File: config.mk
export PLATFORM = sky130hd
export DESIGN_NAME = mov_regbank_flat
export DESIGN_NICKNAME = d
export VERILOG_FILES = /design/src/rtl/mov_pkg.sv /design/src/rtl/mov_regbank_if.sv /design/src/rtl/mov_reg_cell.sv /design/src/rtl/mov_regbank.sv /design/src/flat_wrapper.sv
export SDC_FILE = /design/constraint.sdc
export NUM_CORES = 1
export LEC_CHECK = 0
export CAP_MARGIN = 5
export CORE_UTILIZATION = 56
export DETAILED_ROUTE_END_ITERATION = 12
export PLACE_DENSITY_LB_ADDON = 0.12
export SYNTH_ARGS = -nofsm -noshare
export SYNTH_HDL_FRONTEND = slang
export SYNTH_HIERARCHICAL = 1
export SYNTH_SLANG_ARGS = --single-unit
File: constraint.sdc
create_clock -name clk -period 1.67 [get_ports clk]
set_input_delay 0.334 -clock clk [delete_from_list [all_inputs] [get_ports clk]]
set_output_delay 0.334 -clock clk [all_outputs]
set_load 0.05 [all_outputs]
File: src/rtl/mov_pkg.sv
// rtl/mov_pkg.sv - shared encodings and FSM state type for the move register bank
package mov_pkg;

    // op_mode encodings
    localparam logic [1:0] MOV_OP_MOV  = 2'b00;
    localparam logic [1:0] MOV_OP_MOVI = 2'b01;
    localparam logic [1:0] MOV_OP_SWAP = 2'b10;
    localparam logic [1:0] MOV_OP_CLR  = 2'b11;

    // Control FSM: SWAP2 holds the second half-write of a swap
    typedef enum logic {
        IDLE  = 1'b0,
        SWAP2 = 1'b1
    } mov_state_t;

    // Only MOV and SWAP read a source register, so only they range-check op_rs
    function automatic logic mov_needs_rs(input logic [1:0] mode);
        return (mode == MOV_OP_MOV) || (mode == MOV_OP_SWAP);
    endfunction

endpackage

File: src/rtl/mov_regbank_if.sv
// rtl/mov_regbank_if.sv - operation handshake and read-port bundle for mov_regbank
interface mov_regbank_if #(
    parameter int WIDTH = 16,
    parameter int NREGS = 8,
    parameter int AW    = $clog2(NREGS)
);
    logic             op_valid;
    logic             op_ready;
    logic [1:0]       op_mode;
    logic [AW-1:0]    op_rd;
    logic [AW-1:0]    op_rs;
    logic [WIDTH-1:0] op_imm;
    logic             done;
    logic             err;
    logic [AW-1:0]    rd_addr;
    logic [WIDTH-1:0] rd_data;

    // Decode side issues operations and reads the datapath port
    modport master (
        output op_valid, op_mode, op_rd, op_rs, op_imm, rd_addr,
        input  op_ready, done, err, rd_data
    );

    // Register bank side
    modport slave (
        input  op_valid, op_mode, op_rd, op_rs, op_imm, rd_addr,
        output op_ready, done, err, rd_data
    );
endinterface

File: src/rtl/mov_reg_cell.sv
// rtl/mov_reg_cell.sv - single WIDTH-bit register with write enable and async active-low reset
module mov_reg_cell #(
    parameter int WIDTH = 16
) (
    input  logic             clk,
    input  logic             rst,
    input  logic             we,
    input  logic [WIDTH-1:0] d,
    output logic [WIDTH-1:0] q
);

    // Hold value unless written; reset clears the cell immediately
    always_ff @(posedge clk or negedge rst) begin
        if (!rst) begin
            q <= '0;
        end else if (we) begin
            q <= d;
        end
    end

endmodule

File: src/rtl/mov_regbank.sv
// rtl/mov_regbank.sv - NREGS x WIDTH move-class register bank (MOV/MOVI/SWAP/CLR); optional MOV_FLAGS_EN adds flag_z/flag_n
module mov_regbank
    import mov_pkg::*;
#(
    parameter int WIDTH = 16,
    parameter int NREGS = 8,
    parameter int AW    = $clog2(NREGS)
) (
    input  logic          clk,
    input  logic          rst,
    mov_regbank_if.slave  bus
`ifdef MOV_FLAGS_EN
    ,
    output logic          flag_z,
    output logic          flag_n
`endif
);

    // NREGS widened by one bit so the range compare works when NREGS == 2**AW
    localparam logic [AW:0] NREGS_W = (AW+1)'(NREGS);

    logic [WIDTH-1:0] q [NREGS];

    // Single internal write port shared by all operations and both swap halves
    logic             wr_en;
    logic [AW-1:0]    wr_addr;
    logic [WIDTH-1:0] wr_data;

    mov_state_t       state;
    logic [WIDTH-1:0] tmp;
    logic [AW-1:0]    swap_rs;
    logic             ready_q;
    logic             done_q;
    logic             err_q;

    logic             accept;
    logic             rd_ok;
    logic             rs_ok;
    logic             op_bad;
    logic [WIDTH-1:0] src_data;
    logic [WIDTH-1:0] dst_data;
    logic [WIDTH-1:0] port_data;

    assign bus.op_ready = ready_q;
    assign bus.done     = done_q;
    assign bus.err      = err_q;
    assign bus.rd_data  = port_data;

    assign accept = bus.op_valid && ready_q && (state == IDLE);
    assign rd_ok  = {1'b0, bus.op_rd} < NREGS_W;
    assign rs_ok  = {1'b0, bus.op_rs} < NREGS_W;
    assign op_bad = !rd_ok || (mov_needs_rs(bus.op_mode) && !rs_ok);

    // Read muxes over committed state: source, destination and datapath port; out of range reads 0
    always_comb begin
        src_data  = '0;
        dst_data  = '0;
        port_data = '0;
        for (int i = 0; i < NREGS; i++) begin
            if (bus.op_rs == AW'(i)) begin
                src_data = q[i];
            end
            if (bus.op_rd == AW'(i)) begin
                dst_data = q[i];
            end
            if (bus.rd_addr == AW'(i)) begin
                port_data = q[i];
            end
        end
    end

    // Select the write for this edge: swap second half, or an accepted in-range operation
    always_comb begin
        wr_en   = 1'b0;
        wr_addr = bus.op_rd;
        wr_data = '0;
        if (state == SWAP2) begin
            wr_en   = 1'b1;
            wr_addr = swap_rs;
            wr_data = tmp;
        end else if (accept && !op_bad) begin
            wr_en = 1'b1;
            case (bus.op_mode)
                MOV_OP_MOV:  wr_data = src_data;
                MOV_OP_MOVI: wr_data = bus.op_imm;
                MOV_OP_SWAP: wr_data = src_data;
                default:     wr_data = '0;
            endcase
        end
    end

    // Register array: one cell per architectural register
    for (genvar g = 0; g < NREGS; g++) begin : g_cell
        mov_reg_cell #(
            .WIDTH (WIDTH)
        ) u_cell (
            .clk (clk),
            .rst (rst),
            .we  (wr_en && (wr_addr == AW'(g))),
            .d   (wr_data),
            .q   (q[g])
        );
    end

    // Control FSM with registered ready/done/err; SWAP parks old R[rd] in tmp for the second half
    always_ff @(posedge clk or negedge rst) begin
        if (!rst) begin
            state   <= IDLE;
            tmp     <= '0;
            swap_rs <= '0;
            ready_q <= 1'b1;
            done_q  <= 1'b0;
            err_q   <= 1'b0;
        end else begin
            done_q <= 1'b0;
            err_q  <= 1'b0;
            case (state)
                IDLE: begin
                    if (accept) begin
                        if (op_bad) begin
                            err_q <= 1'b1;
                        end else if (bus.op_mode == MOV_OP_SWAP) begin
                            tmp     <= dst_data;
                            swap_rs <= bus.op_rs;
                            state   <= SWAP2;
                            ready_q <= 1'b0;
                        end else begin
                            done_q <= 1'b1;
                        end
                    end
                end
                SWAP2: begin
                    state   <= IDLE;
                    ready_q <= 1'b1;
                    done_q  <= 1'b1;
                end
                default: begin
                    state   <= IDLE;
                    ready_q <= 1'b1;
                end
            endcase
        end
    end

`ifdef MOV_FLAGS_EN
    // Flags track the value of every committed write, including each swap half
    always_ff @(posedge clk or negedge rst) begin
        if (!rst) begin
            flag_z <= 1'b0;
            flag_n <= 1'b0;
        end else if (wr_en) begin
            flag_z <= (wr_data == '0);
            flag_n <= wr_data[WIDTH-1];
        end
    end
`endif

endmodule

File: src/flat_wrapper.sv
// flat-port wrapper written by rule: the top's interface ports become plain ports
module mov_regbank_flat import mov_pkg::*;
#(
    parameter int WIDTH = 16,
    parameter int NREGS = 8,
    parameter int AW    = $clog2(NREGS)
)
  (clk, rst, bus_op_valid, bus_op_mode, bus_op_rd, bus_op_rs, bus_op_imm, bus_rd_addr, bus_op_ready, bus_done, bus_err, bus_rd_data);
  mov_regbank_if #(.WIDTH(WIDTH), .NREGS(NREGS), .AW(AW)) bus_i ();
  input  logic clk;
  input  logic rst;
  input wire logic [$bits(bus_i.op_valid)-1:0] bus_op_valid;
  input wire logic [$bits(bus_i.op_mode)-1:0] bus_op_mode;
  input wire logic [$bits(bus_i.op_rd)-1:0] bus_op_rd;
  input wire logic [$bits(bus_i.op_rs)-1:0] bus_op_rs;
  input wire logic [$bits(bus_i.op_imm)-1:0] bus_op_imm;
  input wire logic [$bits(bus_i.rd_addr)-1:0] bus_rd_addr;
  output wire logic [$bits(bus_i.op_ready)-1:0] bus_op_ready;
  output wire logic [$bits(bus_i.done)-1:0] bus_done;
  output wire logic [$bits(bus_i.err)-1:0] bus_err;
  output wire logic [$bits(bus_i.rd_data)-1:0] bus_rd_data;
  assign bus_i.op_valid = bus_op_valid;
  assign bus_i.op_mode = bus_op_mode;
  assign bus_i.op_rd = bus_op_rd;
  assign bus_i.op_rs = bus_op_rs;
  assign bus_i.op_imm = bus_op_imm;
  assign bus_i.rd_addr = bus_rd_addr;
  assign bus_op_ready = bus_i.op_ready;
  assign bus_done = bus_i.done;
  assign bus_err = bus_i.err;
  assign bus_rd_data = bus_i.rd_data;
  mov_regbank #(.WIDTH(WIDTH), .NREGS(NREGS), .AW(AW)) u_core (.clk(clk), .rst(rst), .bus(bus_i));
endmodule
---- Word level (Yosys, flattened, before mapping) ----
Index checks and enable logic that the tools add are counted.
storage, ports and cells
  flip-flop bits (word level) ............. 150
  output and inout bits ................... 19
  logic and storage cells ................. 103
cells by class
  equality and inequality tests ........... 32
  mux-type cells .......................... 39
  bitwise logic cells ..................... 1
  reductions and logical operators ........ 18
operators with widths
  cell                                                                      number
  16-bit two-way mux                                                        26
  3-bit == test (second input constant)                                     16
  16-bit case mux with 2 select lines                                       1
  3-bit by 2-bit == test with 1-bit output (second input constant)          8
  3-bit by 1-bit == test with 1-bit output (second input constant)          4
  3-bit logical NOT                                                         4
  1-bit logical AND                                                         10
  1-bit two-way mux                                                         8
  1-bit case mux with 2 select lines                                        3
  3-bit two-way mux                                                         1
  3-bit AND reduction                                                       1
  2-bit by 1-bit == test with 1-bit output (second input constant)          1
  2-bit == test (second input constant)                                     1
  2-bit logical NOT                                                         1
  2-bit by 1-bit inequality test with 1-bit output (second input constant)  1
  2-bit inequality test (second input constant)                             1
  2-bit AND reduction                                                       1
  2-bit OR reduction                                                        1
  1-bit NOT                                                                 1

---- Logic depth before layout (Yosys ltp) ----
Gate-level depths: netlist (run 1).
  word-level depth ........................ 12
  gate-level depth with buffers ........... 9

---- Hierarchy ----
The synthesis (run 1) kept the hierarchy.
modules (own cells, without submodules)
  module        times used  cells an instance  area each (um2)
  mov_reg_cell  8           34                 649.4
  mov_regbank   1           785                5,051.1

---- Worst setup path before layout (run 1) ----
OpenSTA, ideal clock, no wires.
  kind .................................... in2out
  start point ............................. input bus_rd_addr[2]
  end point ............................... output bus_rd_data[2]
  arrival ................................. 2.189 ns
  required time ........................... 1.336 ns
  path slack .............................. -0.853 ns
  stages .................................. 6
  cells stage by stage .................... buf_4 > buf_2 > buf_4 > o21ai_0 > a2bb2oi_1 > o21ai_0
between the ends
  word-level cells in the longest chain between the ends .. 9
RTL lines
  item                              line                RTL
  start, declared                   flat_wrapper.sv:17  input wire logic [$bits(bus_i.rd_addr)-1:0] bus_rd_addr;
  3-bit logical NOT                 mov_regbank.sv:66   if (bus.rd_addr == AW'(i)) begin
  16-bit two-way mux (7 in series)  mov_regbank.sv:66
  16-bit two-way mux (*)            mov_regbank.sv:66
  end, declared                     flat_wrapper.sv:21  output wire logic [$bits(bus_i.rd_data)-1:0] bus_rd_data;
Every way passes the cells marked *; elsewhere a longest branch is shown, timed or not.

---- Worst setup path after layout (run 1) ----
  start point ............................. register u_core.g_cell[4].u_cell.q[12]
  end point ............................... output bus_rd_data[12]
between the ends
  word-level cells in the longest chain between the ends .. 4
RTL lines
  item                              line                RTL
  start, declared                   mov_reg_cell.sv:9   output logic [WIDTH-1:0] q
  start signal, assigned            mov_reg_cell.sv:15  q <= '0;
  start signal, assigned            mov_reg_cell.sv:17  q <= d;
  16-bit two-way mux (4 in series)  mov_regbank.sv:66
Every way passes these cells.

==> results of run 1 <==
cell usage in the layout, fill, tap and decap left out, types with 7 or more instances in the layout:
cell type	n
nor2_2	9
a221oi_2	9
mux2_4	128
buf_6	33
nand2_1	98
o2bb2ai_1	9
a21oi_1	36
buf_2	7
dfrtp_1	147
o21ai_1	19
a22o_1	10
buf_12	42
nor3_1	7
nand2_2	11
buf_4	211
nor2b_1	15
mux2i_1	66
mux4_2	9
nor3_2	7
nand3_1	8
nand3b_1	16
o21ai_2	19
o22ai_1	10
clkbuf_16	17
inv_1	21
buf_8	14
a21oi_2	11
o21ai_0	51
clkdlybuf4s50_1	18
nor2_4	9
nor2_1	102
o21ai_4	10
o211ai_1	38
final cells by class:
cell class                      instances  area, um^2  area share (%)
Clock buffer                           19         443            3.00
Clock inverter                         12         201            1.36
Inverter                               24        97.6           0.660
Multi-Input combinational cell        796        6750            45.6
Sequential cell                       150        3760            25.4
Tap cell                              229         287            1.94
Timing Repair Buffer                  328        3250            22.0
repair_timing:
item,CTS,global route
endpoints found under the setup margin,165,165
endpoints found under the hold margin,42,0
hold buffers,1,0
pin swaps,57,39
cloned,8,0
setup buffers,79,29
gates resized for setup,194,99
how the worst max path moves through the flow:
stage / startpoint / end / slack, ps / cells past startpoint
floorplan: u_core/bus.op_ready / u_core/g_cell[4].u_cell/q[10] / -270 / 7
global placement: bus_rd_addr[1] / bus_rd_data[15] / -990 / 6
detailed placement: bus_rd_addr[1] / bus_rd_data[13] / -1060 / 6
CTS: u_core/g_cell[2].u_cell/q[14] / bus_rd_data[14] / -440 / 6
global route: u_core/g_cell[0].u_cell/q[15] / bus_rd_data[15] / -510 / 6
finish: u_core/g_cell[4].u_cell/q[12] / bus_rd_data[12] / -480 / 5
logic make-up after synthesis:
kind of cell / share of synthesized area, %
muxes: 26.1
AOI/OAI and AO/OA: 16.6
other: 0.0366
DFF: 36.6
and+or+nand+nor: 13.7
buffers and inverters: 6.86
sequential cells by signal, summed over array words and instances (netlist names):
| register | cells |
|---|---|
| u_core/swap_rs | 3 |
| u_core/g_cell.u_cell/q | 128 |
| u_core/bus.op_ready | 1 |
| u_core/state | 1 |
| u_core/bus.done | 1 |
| u_core/tmp | 16 |
synth_stat cells (all sizes together), types with 2 or more instances:
library cell	count	area, um^2
nand3	8	40.0
a31oi	5	31.3
dfrtp	149	3730
nand3b	16	120
o31ai	2	15.0
nand2	112	425
nor2b	20	125
a21oi	48	240
nor2	120	453
a221oi	13	114
inv	23	86.3
a211oi	4	30.0
nand4	5	31.3
nor3	16	80.1
a22oi	2	15.0
and2	3	18.8
o22ai	13	81.3
buf	63	519
mux2	131	1780
clkbuf	25	93.8
mux2i	70	701
a22o	11	96.3
nand2b	5	31.3
nor3b	5	37.5
mux4	9	203
o211ai	38	285
a2bb2oi	5	43.8
o2bb2ai	13	114
a32oi	5	43.8
a2111oi	5	45.0
o21ai	99	495
layer usage:
metal  up-vias  GRT usage, %
met5         -             0
met4         0          27.4
met3       253          12.6
met2       901          66.4
met1      5038          55.0
li1       4334             -
per-stage QoR:
stage          util (%)  hold slack (ps)
2_1_floorplan         -             38.4
3_5_place_dp       69.0              313
3_3_place_gp       69.0              310
4_1_cts            81.3              440
6_report           82.3              415
5_1_grt            82.3              466
power breakdown:
group          switching, mW  internal (mW)
Clock                   1.63           2.69
Combinational           3.37           3.67
Sequential             0.955           4.56
==> flow_summary.toml, run 1 <==
[run_status]
status = "finished, violations left"
violations = "setup timing"

[clocking]
clk_latency_ps = 430
cts_buffers = 17
cts_tree = "done"
cts-root-buf = "clkbuf_16"
clk_pin_slew_ps = 70
clock-sinks = 150
cts.path.max_buffers = 2
htree_levels = 4

[logic_synthesis]
synth-seq-area-share_pct = 36.6
synth-edff-count = 0
avgSynthCellArea_um2 = 9.69
yosysWarnings = 6
syn-num-nets = 1087
ys_types = 54
synth_ff_type = "dfrtp_1"
syn_area_mm2 = 0.0102
synth-seq-cells = 150
syn_inst = 1057
async_flop_share_pct = 100

[setup_path]
cp.required_ps = 1340
slowest_stage = "dfrtp_1"
cpPeakStageDelay_ps = 380
cp-start-kind = "register"
cp.arrival_ps = 1810
crit_chain = "mux2i_1, o2bb2ai_1, a221oi_2, o21ai_4, buf_12"
r2r_slack_ps = -390
crit_family = "compound AO/OA/AOI/OAI gates"
cp_max_fo = 2
r2r_end = "u_core/g_cell[4].u_cell/q[3]"
reg2reg_depth = 7
end_kind = "output pin"
r2r-start = "u_core/state"
path_buf_inv = 1
criticalPathCategory = "reg -> out"

[place]
io_buffer_count = 47
pre_cts_ws_ps = -1060
place_area_mm2 = 0.0124
dp_hpwl_um = 24300
dp.cells = 1433
gp_congestion = 0.952

[timing]
finalMaxSlewViolations = 0
fin_setup_tns_ps = -45330
setup_viol = 165
tightest_slew_ps = 572
fin_ws_ps = -475
finalClockSkew_ps = 11.4
min_period_over_period_pct = 128
hold_viol_final = 0
relSlewSlack_pct = 61.7
min_period_ps = 2150
rsz0062_at_grt = "true"
clock.fmax_mhz = 466

[global_routing]
grt_pass1_wl_um = 60300
track_usage_pct = 43.8
grt_pass1_vias = 10300
antenna_found_initial = 0
grt_max_degree = 46
grt_overflow = 0

[drt]
detail-route-antenna-nets = 0
wl_met2_um = 18400
drc = 0
wl_met1_um = 15200
top_layer_used = "met4"
drtPass1Iterations = 6
dr_wl_met3_um = 4940
drt-total-wl_um = 41400
viasPerCell = 6.76
drt_iter0_drc = 1589
wl_per_cell_um = 26.6
vias = 10500

[floorplan]
initial_core_util_pct = 57.0
die-width_um = 137
die_y_um = 137
fp.dieArea_mm2 = 0.0188
core_mm2 = 0.0180
rows = 49
ios = 49

[layout]
diodes = 0
fin_area_mm2 = 0.0148
final_nets = 1347
instances_no_fill = 1558
area_growth_pct = 44.3
drive_gt1_share_pct = 45.9
fill_cells = 953

[hold_path]
worstHoldPathType = "in -> async"

[run]
cap_violations = 0

[power]
power.total_mw = 16.9
peakVddDrop_v = 0.00168
leakagePower_nw = 6.69
powerDensity_mw_per_mm2 = 1140
Note: power is estimated with default switching activity, not from simulation.
==> run 2: changes to the inputs <==
- CORE_ASPECT_RATIO: unset -> 0.7
- PLACE_DENSITY: unset -> 0.86
- PLACE_DENSITY_LB_ADDON: 0.12 -> unset
- TNS_END_PERCENT: unset -> 10
==> run 2 against run 1 <==
  * The run still ends with setup timing left
  * Cell area down 5.5%
  * Sequential power about the same
  * Critical endpoint is now bus_rd_data[15]
  * Final cell count down 3.9%
  * Register-to-register slack better by 180 ps
  * Via count down 1.4%
  * Flip-flop and latch count unchanged
==> flow_summary.toml, run 2 (synthesis gave the netlist of run 1 again) <==
[drt]
drtPass1Iterations = 7
wl_per_cell_um = 26.5
viasPerCell = 6.93
vias = 10400
drt-total-wl_um = 39700
drt_iter0_drc = 1578
drc = 0
detail-route-antenna-nets = 0

[floorplan]
initial_core_util_pct = 58.5
rows = 40
die-width_um = 164
die_y_um = 115
fp.dieArea_mm2 = 0.0188
core_mm2 = 0.0175
ios = 49

[place]
dp.cells = 1427
place_area_mm2 = 0.0123
gp_congestion = 0.989
dp_hpwl_um = 25600
io_buffer_count = 47

[setup_path]
cp.required_ps = 1340
slowest_stage = "dfrtp_1"
cp.arrival_ps = 1810
cpPeakStageDelay_ps = 410
end_kind = "output pin"
cp-start-kind = "register"
crit_chain = "buf_6, mux2i_2, o2bb2ai_2, a221oi_2, o21ai_4, buf_12"
cp_max_fo = 3
criticalPathCategory = "reg -> out"

[global_routing]
antenna_found_initial = 1
grt_pass1_vias = 10200
track_usage_pct = 42.9
grt_pass1_wl_um = 59600
grt_overflow = 0
grt_max_degree = 41

[power]
leakagePower_nw = 6.29
peakVddDrop_v = 0.000858
powerDensity_mw_per_mm2 = 1170

[clocking]
htree_levels = 4
cts-root-buf = "clkbuf_16"
cts_tree = "done"
clock-sinks = 150
clk_pin_slew_ps = 70
clk_latency_ps = 440
cts.path.max_buffers = 2
cts_buffers = 17

[layout]
drive_gt1_share_pct = 40.8
area_growth_pct = 36.4
utilization_pct = 79.8
final_nets = 1283
top_register = "u_core/g_cell.u_cell/q"
layout_common_cells = "179 x buf_4, 149 x dfrtp_1, 117 x mux2_4"
multi_input_comb_area_mm2 = 0.00653
seqCellArea_mm2 = 0.00375
instances_no_fill = 1498
largestRegisters = "u_core/g_cell.u_cell/q x128, u_core/tmp x16, u_core/swap_rs x3"
largest_reg_flops = 128
final_common_cell = "buf_4"
fill_cells = 1017
fin_area_mm2 = 0.0140

[run]
cap_violations = 0

[run_status]
status = "finished, violations left"
violations = "setup timing"

[timing]
hold_viol_final = 0
min_period_over_period_pct = 128
finalClockSkew_ps = 12.3
min_period_ps = 2140
holdWs_ps = 326
clock.fmax_mhz = 467
finalMaxSlewViolations = 0
setup_viol = 152
tightest_slew_ps = 501
rsz0062_at_grt = "true"
fin_ws_ps = -472
relSlewSlack_pct = 66.6

[hold_path]
worstHoldPathType = "in -> async"
## run 2: cell count changes in the layout (fill, tap and decap cells not counted), moves of 6 or more
| cell | previous run | this run |
|---|---|---|
| buf_8 | 14 | 1 |
| buf_4 | 211 | 179 |
| o21ai_2 | 19 | 10 |
| o21ai_0 | 51 | 57 |
| buf_6 | 33 | 17 |
| nand2_2 | 11 | 3 |
| nand2_1 | 98 | 107 |
| mux2_4 | 128 | 117 |
| mux2_2 | 3 | 14 |
## run 2: layout make-up
class                      instances  share of cell area [%]
antenna                            1                  0.0179
multi-input combinational        795                    46.7
clock inverter                    13                    1.57
tap                              231                    2.07
inverter                          24                   0.662
sequential                       150                    26.9
clock buffer                      19                    3.24
timing repair buffer             265                    18.9
## run 2: through the flow
stage	power, mW	setup slack [ps]	setup TNS [ps]
after global placement	10.5	-1020	-87320
after detailed placement	10.7	-1160	-96850
after global routing	16.8	-511	-29720
after CTS	15.7	-427	-21690
after floorplan	8.48	-270	-29820
final	16.3	-472	-26610
## run 2: critical path, delay by kind of cell, from the launching register on
family | cells | cell delay, ps
AO/OA/AOI/OAI | 3 | 510
flip-flops | 1 | 410
buffers and inverters | 2 | 280
multiplexers | 1 | 160
## run 2: what timing repair did
action                                  4_1_cts  5_1_grt
resized for setup                           112       73
hold buffers                                  1        0
endpoints found under the hold margin        16        0
gates cloned                                  2        0
pin swaps                                    37       15
setup buffers                                30        5
endpoints found under the setup margin      163      161
## run 2: power by group
part	switching, mW	internal [mW]
Sequential	0.972	4.56
Clock	1.71	2.76
Combinational	3.13	3.22
Total	5.81	10.5
## run 2: worst paths after layout
path	from	to	slack [ps]	cells after the start
worst max-delay path	u_core/g_cell[0].u_cell/q[15]	bus_rd_data[15]	-470	6
worst min-delay path	rst	u_core/g_cell[7].u_cell/q[11]	330	2
worst max register to register	u_core/bus.op_ready	u_core/g_cell[0].u_cell/q[15]	-210	5
worst min register to register	u_core/tmp[14]	u_core/tmp[14]	500	2
max in group asynchronous	rst	u_core/g_cell[0].u_cell/q[10]	710	3
min in group clk	bus_op_rs[1]	u_core/swap_rs[1]	440	4
## run 2: routing by layer
metal  GRT usage, %  share of wire (%)
met3           13.0                 14
met2           64.4                 44
met1           56.7                 38
met5              0                  0
met4           20.9                4.5
==> run 3: changes to the inputs <==
- clock period: 1.67 -> 1.9 ns (I/O delays scaled with it)
==> run 3 against run 2 <==
  * The flow still finishes with violations (setup timing)
  * Largest cell class unchanged
  * Register-to-register slack better by 190 ps
  * Utilization is 2.8 points lower
  * Clock power is 19% lower
  * Largest power group unchanged
==> flow_summary.toml, run 3 (synthesis gave the netlist of run 1 again) <==
[run_status]
status = "finished, violations left"
violations = "setup timing"

[setup_path]
cp-start-kind = "register"
cp.arrival_ps = 1780
cp.required_ps = 1520
crit_chain = "mux2i_2, o2bb2ai_1, a221oi_1, buf_4, o21ai_4, buf_12"
end_kind = "output pin"
cp_max_fo = 2
slowest_stage = "dfrtp_1"
path_buf_inv = 2
cpPeakStageDelay_ps = 400
criticalPathCategory = "reg -> out"
crit_family = "compound AO/OA/AOI/OAI gates"

[drt]
viasPerCell = 6.88
drtPass1Iterations = 6
wl_per_cell_um = 26.2
drt-total-wl_um = 38700
vias = 10200
detail-route-antenna-nets = 0
drc = 0
drt_iter0_drc = 1504

[layout]
final_nets = 1263
fin_area_mm2 = 0.0135
layout_common_cells = "153 x buf_4, 147 x dfrtp_1, 110 x nand2_1"
top_register = "u_core/g_cell.u_cell/q"
diodes = 0
area_growth_pct = 31.7
drive_gt1_share_pct = 38.6
final_common_cell = "buf_4"
largestRegisters = "u_core/g_cell.u_cell/q x128, u_core/tmp x16, u_core/swap_rs x3"
largest_reg_flops = 128

[clocking]
clk_pin_slew_ps = 70
cts_buffers = 17
clock-sinks = 150
cts_tree = "done"
cts.path.max_buffers = 2
htree_levels = 4
clk_latency_ps = 440
cts-root-buf = "clkbuf_16"

[floorplan]
die-width_um = 164
initial_core_util_pct = 58.5
ios = 49
fp.dieArea_mm2 = 0.0188
rows = 40
die_y_um = 115
core_mm2 = 0.0175

[global_routing]
antenna_found_initial = 0
track_usage_pct = 41.6
grt_pass1_vias = 10000
grt_max_degree = 52
grt_overflow = 0
grt_pass1_wl_um = 58300

[timing]
min_period_over_period_pct = 113
hold_viol_final = 0
tightest_slew_ps = 511
fin_ws_ps = -255
finalMaxSlewViolations = 0
rsz0062_at_grt = "true"
setup_viol = 17
min_period_ps = 2160
finalClockSkew_ps = 7.09
relSlewSlack_pct = 65.1
clock.fmax_mhz = 464

[place]
dp_hpwl_um = 24300
place_area_mm2 = 0.0120
gp_congestion = 0.959
io_buffer_count = 47

[run]
cap_violations = 0

[hold_path]
worstHoldPathType = "in -> async"

[power]
powerDensity_mw_per_mm2 = 1000
power.total_mw = 13.5
peakVddDrop_v = 0.000756
leakagePower_nw = 6.09
-- run 3: power breakdown --
part	leakage [nW]	internal (mW)	switching, mW
registers	2.03	4.01	0.916
logic	3.77	2.48	2.46
clock network	0.293	2.19	1.45
total	6.09	8.69	4.82
-- run 3: final timing paths --
check                      cells after the start                             to                         start  slack (ps)
setup / recovery                               6                 bus_rd_data[9]  u_core/g_cell[0].u_cell/q[9]        -260
hold / removal                                 2  u_core/g_cell[3].u_cell/q[11]                           rst         410
setup reg to reg                               5                  u_core/tmp[6]           u_core/bus.op_ready         -20
hold reg to reg                                2                  u_core/tmp[8]                 u_core/tmp[8]         530
max in group asynchronous                      4                 u_core/tmp[15]                           rst         800
min in group clk                               4              u_core/swap_rs[2]                  bus_op_rs[2]         500
-- run 3: routing by layer --
layer  track usage (%)  vias to the layer above  wire, um
met1              55.9                     4948     14800
met5                 0                        -         0
met2              62.6                      863     17000
met4              19.4                        0      1610
li1                  -                     4174         -
met3              11.6                      175      5270
-- run 3: what timing repair did --
action / in CTS / in global routing
gates cloned: 1 / 0
pin swaps: 37 / 20
hold buffers: 1 / 0
endpoints found under the hold margin: 31 / 0
endpoints found under the setup margin: 143 / 122
buffers inserted: 41 / 11
gates resized for setup: 90 / 51
-- run 3: layout make-up --
cell class	instances	area, um^2
clock buffer	19	433
clock inverter	13	180
fill	1095	4020
inverter	24	93.8
multi-input combinational	795	6220
sequential	150	3760
tap	231	289
timing repair buffer	245	2520
-- run 3: stage by stage --
step / util, % / instances / hold WS [ps] / setup WS, ps / setup TNS (ps)
5_1_grt: 77.0 / 1477 / 433 / -341 / -3820
6_report: 77.0 / 1477 / 409 / -255 / -2940
3_3_place_gp: 68.5 / 1391 / 300 / -1050 / -72370
4_1_cts: 75.6 / 1466 / 419 / -237 / -2500
3_5_place_dp: 68.5 / 1391 / 301 / -1100 / -75190
2_1_floorplan: - / 1057 / 84.4 / -89.5 / -6810
